**src/rtl/riscv_trap_pkg.sv**
```systemverilog
// Shared decode constants, cause codes and sequencer state encoding for the trap sequencer.
// Pure definitions; no logic.
package riscv_trap_pkg;

   localparam logic [3:0] OP_BRANCH = 4'd0;
   localparam logic [3:0] OP_JAL    = 4'd1;
   localparam logic [3:0] OP_JALR   = 4'd2;
   localparam logic [3:0] OP_SYSTEM = 4'd3;

   localparam logic [3:0] SUB_ECALL  = 4'd0;
   localparam logic [3:0] SUB_EBREAK = 4'd1;
   localparam logic [3:0] SUB_MRET   = 4'd2;

   localparam logic [3:0] CAUSE_MISALIGNED = 4'd0;
   localparam logic [3:0] CAUSE_ILLEGAL    = 4'd2;
   localparam logic [3:0] CAUSE_BREAKPOINT = 4'd3;
   localparam logic [3:0] CAUSE_ECALL_M    = 4'd11;

   localparam logic [1:0] ST_IDLE  = 2'd0;
   localparam logic [1:0] ST_ISSUE = 2'd1;
   localparam logic [1:0] ST_WAIT  = 2'd2;

   // Everything in a trap record except the pc-width fields.
   typedef struct packed {
      logic       valid;
      logic       ret;
      logic       is_interrupt;
      logic [3:0] cause;
      logic       ebreak_to_dbg;
      logic       async_cancel;
   } trap_kind_t;

endpackage

```
**src/rtl/riscv_irq_priority_encoder.sv**
```systemverilog
// Lowest-index-first priority encoder over the interrupt candidate vector.
// Purely combinational, no backpressure.
module riscv_irq_priority_encoder #(
   parameter int NUM_IRQ = 16
) (
   input  logic [NUM_IRQ-1:0] req,
   output logic               valid,
   output logic [3:0]         index
);

   always_comb begin
      valid = 1'b0;
      index = 4'd0;
      // Walk downwards so the lowest set bit is the last writer.
      for (int i = NUM_IRQ - 1; i >= 0; i--) begin
         if (req[i]) begin
            valid = 1'b1;
            index = 4'(i);
         end
      end
   end

endmodule

```
**src/rtl/riscv_i32_trap_sequencer.sv**
```systemverilog
// Latches and prioritises IRQs, merges exec exceptions into one registered trap record (event N -> record N+1).
// After issuing, further traps are held off until trap_complete or the WAIT watchdog expires.
module riscv_i32_trap_sequencer
   import riscv_trap_pkg::*;
#(
   parameter int                 NUM_IRQ   = 16,
   parameter int                 PC_WIDTH  = 32,
   parameter logic [NUM_IRQ-1:0] EDGE_MASK = '0,
   parameter int                 TIMEOUT   = 255
) (
   input  logic                clk,
   input  logic                reset_n,
   input  logic [NUM_IRQ-1:0]  irq_in,
   input  logic [NUM_IRQ-1:0]  irq_enable,
   input  logic                global_ie,
   input  logic                exec_valid,
   input  logic                exec_committed,
   input  logic [PC_WIDTH-1:0] exec_pc,
   input  logic [31:0]         exec_instruction,
   input  logic [3:0]          exec_op,
   input  logic [3:0]          exec_subop,
   input  logic                exec_illegal,
   input  logic                exec_illegal_pc,
   input  logic                branch_condition_met,
   input  logic                ebreak_to_dbg,
   input  logic                interrupt_ack,
   input  logic                trap_complete,
   output logic                interrupt_req,
   output logic [3:0]          interrupt_number,
   output logic                branch_taken,
   output logic                jalr,
   output logic                trap_valid,
   output logic                trap_ret,
   output logic                trap_is_interrupt,
   output logic [3:0]          trap_cause,
   output logic [PC_WIDTH-1:0] trap_pc,
   output logic [PC_WIDTH-1:0] trap_value,
   output logic                trap_ebreak_to_dbg,
   output logic                async_cancel,
   output logic                busy,
   output logic                timeout_err,
   output logic [NUM_IRQ-1:0]  irq_pending
);

   logic [1:0]          state;
   logic [15:0]         wait_cnt;
   logic [NUM_IRQ-1:0]  irq_hist;
   logic [NUM_IRQ-1:0]  irq_rise;
   logic [NUM_IRQ-1:0]  ack_clear;
   logic [NUM_IRQ-1:0]  pending_next;
   logic [NUM_IRQ-1:0]  cand;
   logic [NUM_IRQ-1:0]  sel_mask;
   logic                cand_vld;
   logic [3:0]          cand_idx;
   logic                in_idle;
   logic                ack_fire;
   logic                frozen_ok;
   logic                req_next;
   logic                take;
   logic                wait_done;
   logic                sys_commit;
   trap_kind_t          sel;
   logic [PC_WIDTH-1:0] sel_value;

   assign in_idle  = (state == ST_IDLE);
   assign busy     = !in_idle;
   assign irq_rise = irq_in & ~irq_hist;
   assign sel_mask = NUM_IRQ'(1) << interrupt_number;
   assign ack_fire = in_idle & interrupt_req & interrupt_ack;

   // Edge channels: a fresh rising edge beats the clear from a same-cycle ack.
   assign ack_clear    = ack_fire ? (sel_mask & EDGE_MASK) : '0;
   assign pending_next = (EDGE_MASK & ((irq_pending & ~ack_clear) | irq_rise))
                       | (~EDGE_MASK & irq_in);

   assign cand = (global_ie && in_idle) ? (irq_pending & irq_enable) : '0;

   riscv_irq_priority_encoder #(
      .NUM_IRQ (NUM_IRQ)
   ) u_prio (
      .req   (cand),
      .valid (cand_vld),
      .index (cand_idx)
   );

   // While a request is up the channel is frozen; it only survives if that channel stays eligible.
   assign frozen_ok = |(sel_mask & cand);
   assign req_next  = !take && (interrupt_req ? frozen_ok : cand_vld);

   always_comb begin
      branch_taken = 1'b0;
      jalr         = 1'b0;
      if (exec_committed) begin
         case (exec_op)
            OP_BRANCH: branch_taken = branch_condition_met;
            OP_JAL:    branch_taken = 1'b1;
            OP_JALR: begin
               branch_taken = 1'b1;
               jalr         = 1'b1;
            end
            default: ;
         endcase
      end
   end

   assign sys_commit = exec_valid && exec_committed && (exec_op == OP_SYSTEM);

   always_comb begin
      sel       = '0;
      sel_value = '0;
      if (ack_fire) begin
         sel.valid        = 1'b1;
         sel.is_interrupt = 1'b1;
         sel.cause        = interrupt_number;
         sel.async_cancel = 1'b1;
         sel_value        = exec_pc;
      end else if (exec_valid && exec_illegal_pc) begin
         sel.valid = 1'b1;
         sel.cause = CAUSE_MISALIGNED;
         sel_value = exec_pc;
      end else if (exec_valid && exec_illegal) begin
         sel.valid = 1'b1;
         sel.cause = CAUSE_ILLEGAL;
         sel_value = PC_WIDTH'(exec_instruction);
      end else if (sys_commit && exec_subop == SUB_ECALL) begin
         sel.valid = 1'b1;
         sel.cause = CAUSE_ECALL_M;
      end else if (sys_commit && exec_subop == SUB_EBREAK) begin
         sel.valid         = 1'b1;
         sel.cause         = CAUSE_BREAKPOINT;
         sel.ebreak_to_dbg = ebreak_to_dbg;
         sel_value         = exec_pc;
      end else if (sys_commit && exec_subop == SUB_MRET) begin
         sel.ret = 1'b1;
      end
   end

   assign take      = in_idle && (sel.valid || sel.ret);
   assign wait_done = trap_complete || (wait_cnt == 16'(TIMEOUT - 1));

   always_ff @(posedge clk) begin
      if (!reset_n) begin
         state              <= ST_IDLE;
         wait_cnt           <= '0;
         irq_hist           <= '1;
         irq_pending        <= '0;
         interrupt_req      <= 1'b0;
         interrupt_number   <= 4'd0;
         trap_valid         <= 1'b0;
         trap_ret           <= 1'b0;
         trap_is_interrupt  <= 1'b0;
         trap_cause         <= 4'd0;
         trap_pc            <= '0;
         trap_value         <= '0;
         trap_ebreak_to_dbg <= 1'b0;
         async_cancel       <= 1'b0;
         timeout_err        <= 1'b0;
      end else begin
         irq_hist      <= irq_in;
         irq_pending   <= pending_next;
         interrupt_req <= req_next;
         if (!interrupt_req) begin
            interrupt_number <= cand_idx;
         end
         trap_valid  <= 1'b0;
         trap_ret    <= 1'b0;
         timeout_err <= 1'b0;

         case (state)
            ST_IDLE: begin
               if (take) begin
                  state              <= ST_ISSUE;
                  trap_valid         <= sel.valid;
                  trap_ret           <= sel.ret;
                  trap_is_interrupt  <= sel.is_interrupt;
                  trap_cause         <= sel.cause;
                  trap_pc            <= exec_pc;
                  trap_value         <= sel_value;
                  trap_ebreak_to_dbg <= sel.ebreak_to_dbg;
                  async_cancel       <= sel.async_cancel;
               end
            end
            ST_ISSUE: begin
               state    <= ST_WAIT;
               wait_cnt <= '0;
            end
            ST_WAIT: begin
               if (wait_cnt != 16'hFFFF) begin
                  wait_cnt <= wait_cnt + 16'd1;
               end
               if (wait_done) begin
                  state              <= ST_IDLE;
                  timeout_err        <= !trap_complete;
                  trap_is_interrupt  <= 1'b0;
                  trap_cause         <= 4'd0;
                  trap_pc            <= '0;
                  trap_value         <= '0;
                  trap_ebreak_to_dbg <= 1'b0;
                  async_cancel       <= 1'b0;
               end
            end
            default: state <= ST_IDLE;
         endcase
      end
   end

endmodule

```
**config.mk**
```make
export PLATFORM = sky130hd
export DESIGN_NAME = riscv_i32_trap_sequencer
export DESIGN_NICKNAME = d
export VERILOG_FILES = /design/src/rtl/riscv_trap_pkg.sv /design/src/rtl/riscv_irq_priority_encoder.sv /design/src/rtl/riscv_i32_trap_sequencer.sv
export SDC_FILE = /design/constraint.sdc
export NUM_CORES = 1
export LEC_CHECK = 0
export ABC_AREA = 1
export CAP_MARGIN = 20
export CORE_MARGIN = 2
export CORE_UTILIZATION = 43
export DETAILED_ROUTE_END_ITERATION = 10
export PLACE_DENSITY = 0.81
export SLEW_MARGIN = 10
export SYNTH_ARGS = -nofsm -noshare
export SYNTH_HDL_FRONTEND = slang
export SYNTH_SLANG_ARGS = --single-unit
export TNS_END_PERCENT = 5
```
**constraint.sdc**
```tcl
create_clock -name clk -period 2 [get_ports clk]
set_input_delay 0.2 -clock clk [delete_from_list [all_inputs] [get_ports clk]]
set_output_delay 0.2 -clock clk [all_outputs]
set_load 0.01 [all_outputs]
```
Word level (Yosys, flattened, before mapping)
Cells that the tools add are included.

Add/subtract/negate cells: 1. Eq/ne operators: 12. Shift-type cells: 1. Mux-type cells: 82. Bitwise logic cells: 4. Reduce and logical (&&, ||, !) cells: 27.

Operator list (count): $mux W32 (8); $pmux W32 S2 (2); $mux W4 (22); $mux W1 (39); $and A16 B16 Y16 (2); $mux W16 (2); $pmux W16 S2 (1); $add A16 B1 Y16 const B (1); $eq A16 B8 Y1 const B (1); $ne A16 B16 Y1 const B (1); $reduce_or A16 Y1 (1); $shl A1 B4 Y16 const A (1); $eq A4 B2 Y1 const B (3); $logic_and A1 B1 Y1 (10); $reduce_and A3 Y1 (3); $eq A4 B1 Y1 const B (2); $logic_not A4 Y1 (2); $pmux W4 S2 (1); $pmux W1 S2 (3); $pmux W2 S3 (1); $mux W2 (2); $ne A2 B2 Y1 const B (2); $reduce_and A2 Y1 (2); $reduce_bool A2 Y1 (2); other kinds (9) (13).

Flip-flop bits (word level): 112.

Longest topological paths before layout
Depth in word-level cells: 21. Gate-level depth with buffers: 18. Mapped depth without buffers: 18.

By module
A second synthesis with hierarchy kept.

Cells, all modules: 742. Area, all modules: 5168.7 sq um.

Modules (own cells, without submodules): riscv_i32_trap_sequencer (instances 1, cells each 693, area each 4959.8 sq um); riscv_irq_priority_encoder (instances 1, cells each 49, area each 209.0 sq um).

Worst setup path before layout
Ideal clock, no wire load.

Path kind: reg2reg. Start: register wait_cnt[0]. End: register wait_cnt[14]. Arrival time: 1.570 ns. Data required time: 1.885 ns. Path slack: 0.314 ns. Stages on the path, launching flop included: 13. Path through: dfxtp_1 ha_1 nand3_1 nor3_1 nand3_1 nand2_1 inv_1 nor2_1 nor2_1 nand3_1 inv_1 a31oi_1 nor2_1.

Cells in the longest elaborated chain, start to end: 3. Elaborated cells between the ends (all ways): 6. Those cells by class: 1 x add/sub; 2 x eq/ne; 2 x mux; 1 x reduce/logical.

RTL lines: start, declared (line riscv_i32_trap_sequencer.sv:46) `logic [15:0] wait_cnt;`; start signal, assigned (line riscv_i32_trap_sequencer.sv:189) `wait_cnt <= wait_cnt + 16'd1;`; $add A16 B1 Y16 or $ne A16 B16 Y1 (tied branches) (line riscv_i32_trap_sequencer.sv:189, riscv_i32_trap_sequencer.sv:188); $mux W16 or $ne A2 B2 Y1 (tied branches); $pmux W16 S2 or $reduce_and A2 Y1 (tied branches).

Several ways; a longest one is shown, not always the timed one. The select of a mux whose other input is x is not followed. A chain may end at the register's enable or synchronous reset.

Worst setup path in the final report
Start: input port exec_op[3]. End: output port jalr.

Cells in the longest elaborated chain, start to end: 3.

RTL lines: start, declared (line riscv_i32_trap_sequencer.sv:20) `input logic [3:0] exec_op,`; $eq A4 B2 Y1 (line riscv_i32_trap_sequencer.sv:94) `case (exec_op)`; $mux W1 (line riscv_i32_trap_sequencer.sv:94); $mux W1 (line riscv_i32_trap_sequencer.sv:93) `if (exec_committed) begin`; end, declared (line riscv_i32_trap_sequencer.sv:31) `output logic jalr,`.

No other way between the ends.

==> out/qor.yml <==
route:
  wirelength_mm: 16.2
  drc: 0
  detail-route-antenna-nets: 0
  viasPerCell: 5.32
  route.vias.total: 5462
  drt_pass1_iterations: 6
  dr.first_iter.drc_count: 202
  wl_per_cell_um: 15.8
logic_synthesis:
  ys_seq_elements: 112
  synth_area_um2: 4980
  yosysUniqueCellTypes: 46
  yosysSeqAreaShare_pct: 45.0
  async_reset_ff_share_pct: 0
  netlist_instances: 650
  synth_edf_count: 0
  ys_warn_count: 0
  syn_area_per_cell_um2: 7.66
  syn-num-nets: 767
  synth_flop_cell: "dfxtp_1"
global_routing:
  first_global_vias: 5653
  grt_overflow: 0
  grt_antenna_before_repair: 0
  grt_use_total_pct: 25.9
  grt_max_degree: 92
  grt_pass1_wl_mm: 26.6
die:
  io_pins: 213
  fp.coreArea_um2: 11400
  die_area_um2: 12500
  fp.dieW_um: 112
  initial_core_util_pct: 43.8
  die-height_um: 112
  row_count: 39
sta:
  relSlewSlack_pct: 70.9
  finalSetupViolations: 0
  finalSetupTns_ns: 0
  max_freq_ghz: 0.528
  hold_violations: 0
  min_period_ns: 1.89
  finalCritPeriodShare_pct: 94.7
  worst_pin_slew_ns: 0.436
  whs_ns: 0.348
  setup_ws_ns: 0.106
  grt_setup_unrepaired: "yes"
  skew_ns: 0.00794
  maxSlewViolCount: 0
clocking:
  clock_sinks: 112
  cts_buffers: 9
  cts.clk_slew.worst_paths_ns: 0.07
  htree_levels: 3
  cts_hold_buf: 0
  cts_tree: "done"
  cts.path.max_buffers: 2
  root_buffer: "clkbuf_16"
  clock_latency_ns: 0.35
power_and_ir_drop:
  p_leak_nw: 3.20
  finalPower_mw: 5.62
  power_per_cell_area_nw_per_um2: 715
  peakVddDrop_mv: 0.490
layout:
  instances_no_fill: 1027
  n_antenna_cell: 0
  nets: 996
  area_growth_pct: 57.8
  layout-drive-gt1-share_pct: 9.84
flow_run:
  drv_cap: 0
hold_path:
  min_path_type: "in2reg"
placement:
  hpwlAfterDp_mm: 12.3
  dp.cells: 1010
  pre_cts_slack_ns: -0.190
  io_buffer_count: 212
  gp_congestion: 0.929
critical_path:
  cp-start-kind: "primary input"
  critPathKind: "in2out"
  endpoint_kind: "primary output"
  worst-path-max-fanout: 2
  crit_arrival_ns: 1.69
  cp.required_ns: 1.80
status:
  status: "finished clean"
==> cells in the final DEF, fill, tap and decap left out, types with 4 or more instances in the layout <==
master | netlist | layout
clkdlybuf4s50_1 | 0 | 210
dfxtp_1 | 112 | 112
nand2_1 | 105 | 105
nand3_1 | 94 | 93
inv_1 | 90 | 90
o21ai_0 | 52 | 52
buf_4 | 2 | 34
nor2_1 | 31 | 27
a32o_1 | 20 | 20
a21oi_1 | 19 | 19
o21ai_1 | 12 | 12
nor3_1 | 12 | 11
nand4_1 | 11 | 11
clkbuf_16 | 0 | 9
buf_12 | 0 | 8
o311ai_2 | 6 | 6
nor2_2 | 1 | 5
nor4_1 | 5 | 5
o311ai_1 | 5 | 5
nand3_2 | 3 | 4
==> state kept, by name, summed over array words and instances, names as in the netlist <==
name / count
irq_pending: 16
trap_pc: 32
timeout_err: 1
interrupt_req: 1
trap_cause: 4
trap_valid: 1
state: 2
trap_ret: 1
interrupt_number: 4
trap_value: 32
wait_cnt: 16
async_cancel: 1
trap_ebreak_to_dbg: 1
==> critical path, cell delays in order <==
cell             delay, ns
clkdlybuf4s50_1       0.40
nor2_1                0.10
nand2_1               0.10
buf_4                 0.15
nor3b_1               0.18
clkdlybuf4s50_1       0.56
==> layer usage <==
layer	GRT usage, %	share of wire, %
met5	0	0
met4	10.5	2.7
met3	6.97	7.5
met2	45.7	50
met1	29.8	40
==> report_power, final <==
part / leakage [nW] / switching [mW] / internal, mW
clock: 0.138 / 0.825 / 0.972
sequential: 0.915 / 0.0979 / 2.37
combinational: 2.15 / 0.640 / 0.711
==> what timing repair did <==
action,CTS,global route
setup endpoints to repair,0,7
hold endpoints to repair,0,0
resized for setup,0,8
setup buffers,0,1
==> logic make-up (layout without fill, tap and decap cells) <==
family                   after synthesis  after routing  synth area share [%]
AO/OA/AOI/OAI                        132            132                  18.1
XOR/XNOR                               1              1                 0.176
adder cells (fa/ha/maj)                2              2                 0.502
buffers and inverters                131            365                  10.5
flip-flops                           112            112                  45.0
AND/OR/NAND/NOR                      272            272                  25.7
==> cells in the mapped netlist (all sizes together) (2+ instances only) <==
library cell	count	share of area (%)
nand2	106	8.1
o211ai	3	0.55
nand4	11	1.4
a21oi	19	1.9
dfxtp	112	45
nand3	97	10
nor4	5	0.63
a221oi	3	0.53
nor2	34	3.1
a211oi	2	0.30
o311ai	11	2.8
a31oi	2	0.25
a32o	20	4.0
o22ai	3	0.38
nor3	14	1.7
clkbuf	19	1.4
o21ai	64	6.4
buf	17	1.9
inv	94	7.1
ha	2	0.50
==> cell type report <==
class / count / area (um2)
clock inverter: 7 / 71.3
timing repair buffer: 254 / 2530
sequential: 112 / 2240
inverter: 95 / 359
tap: 143 / 179
multi-input combinational: 407 / 2250
fill: 929 / 3510
clock buffer: 9 / 225
==> through the flow <==
| stage | util, % | area [um2] |
|---|---|---|
| final | 69.2 | 7860 |
| after global routing | 69.2 | 7860 |
| after CTS | 68.8 | 7830 |
| after detailed placement | 66.2 | 7530 |
| after global placement | 66.2 | 7530 |
| after floorplan | - | 4980 |
==> path summary, 6_finish.rpt <==
kind | start | endpoint | slack (ns) | cells after the start
setup reg to reg | wait_cnt[0] | wait_cnt[14] | 0.16 | 12
hold / removal | reset_n | state[0] | 0.35 | 4
hold reg to reg | trap_pc[31] | trap_pc[31] | 0.47 | 2
setup / recovery | exec_op[3] | jalr | 0.11 | 6
No activity file was read; power rests on OpenSTA's default activity.
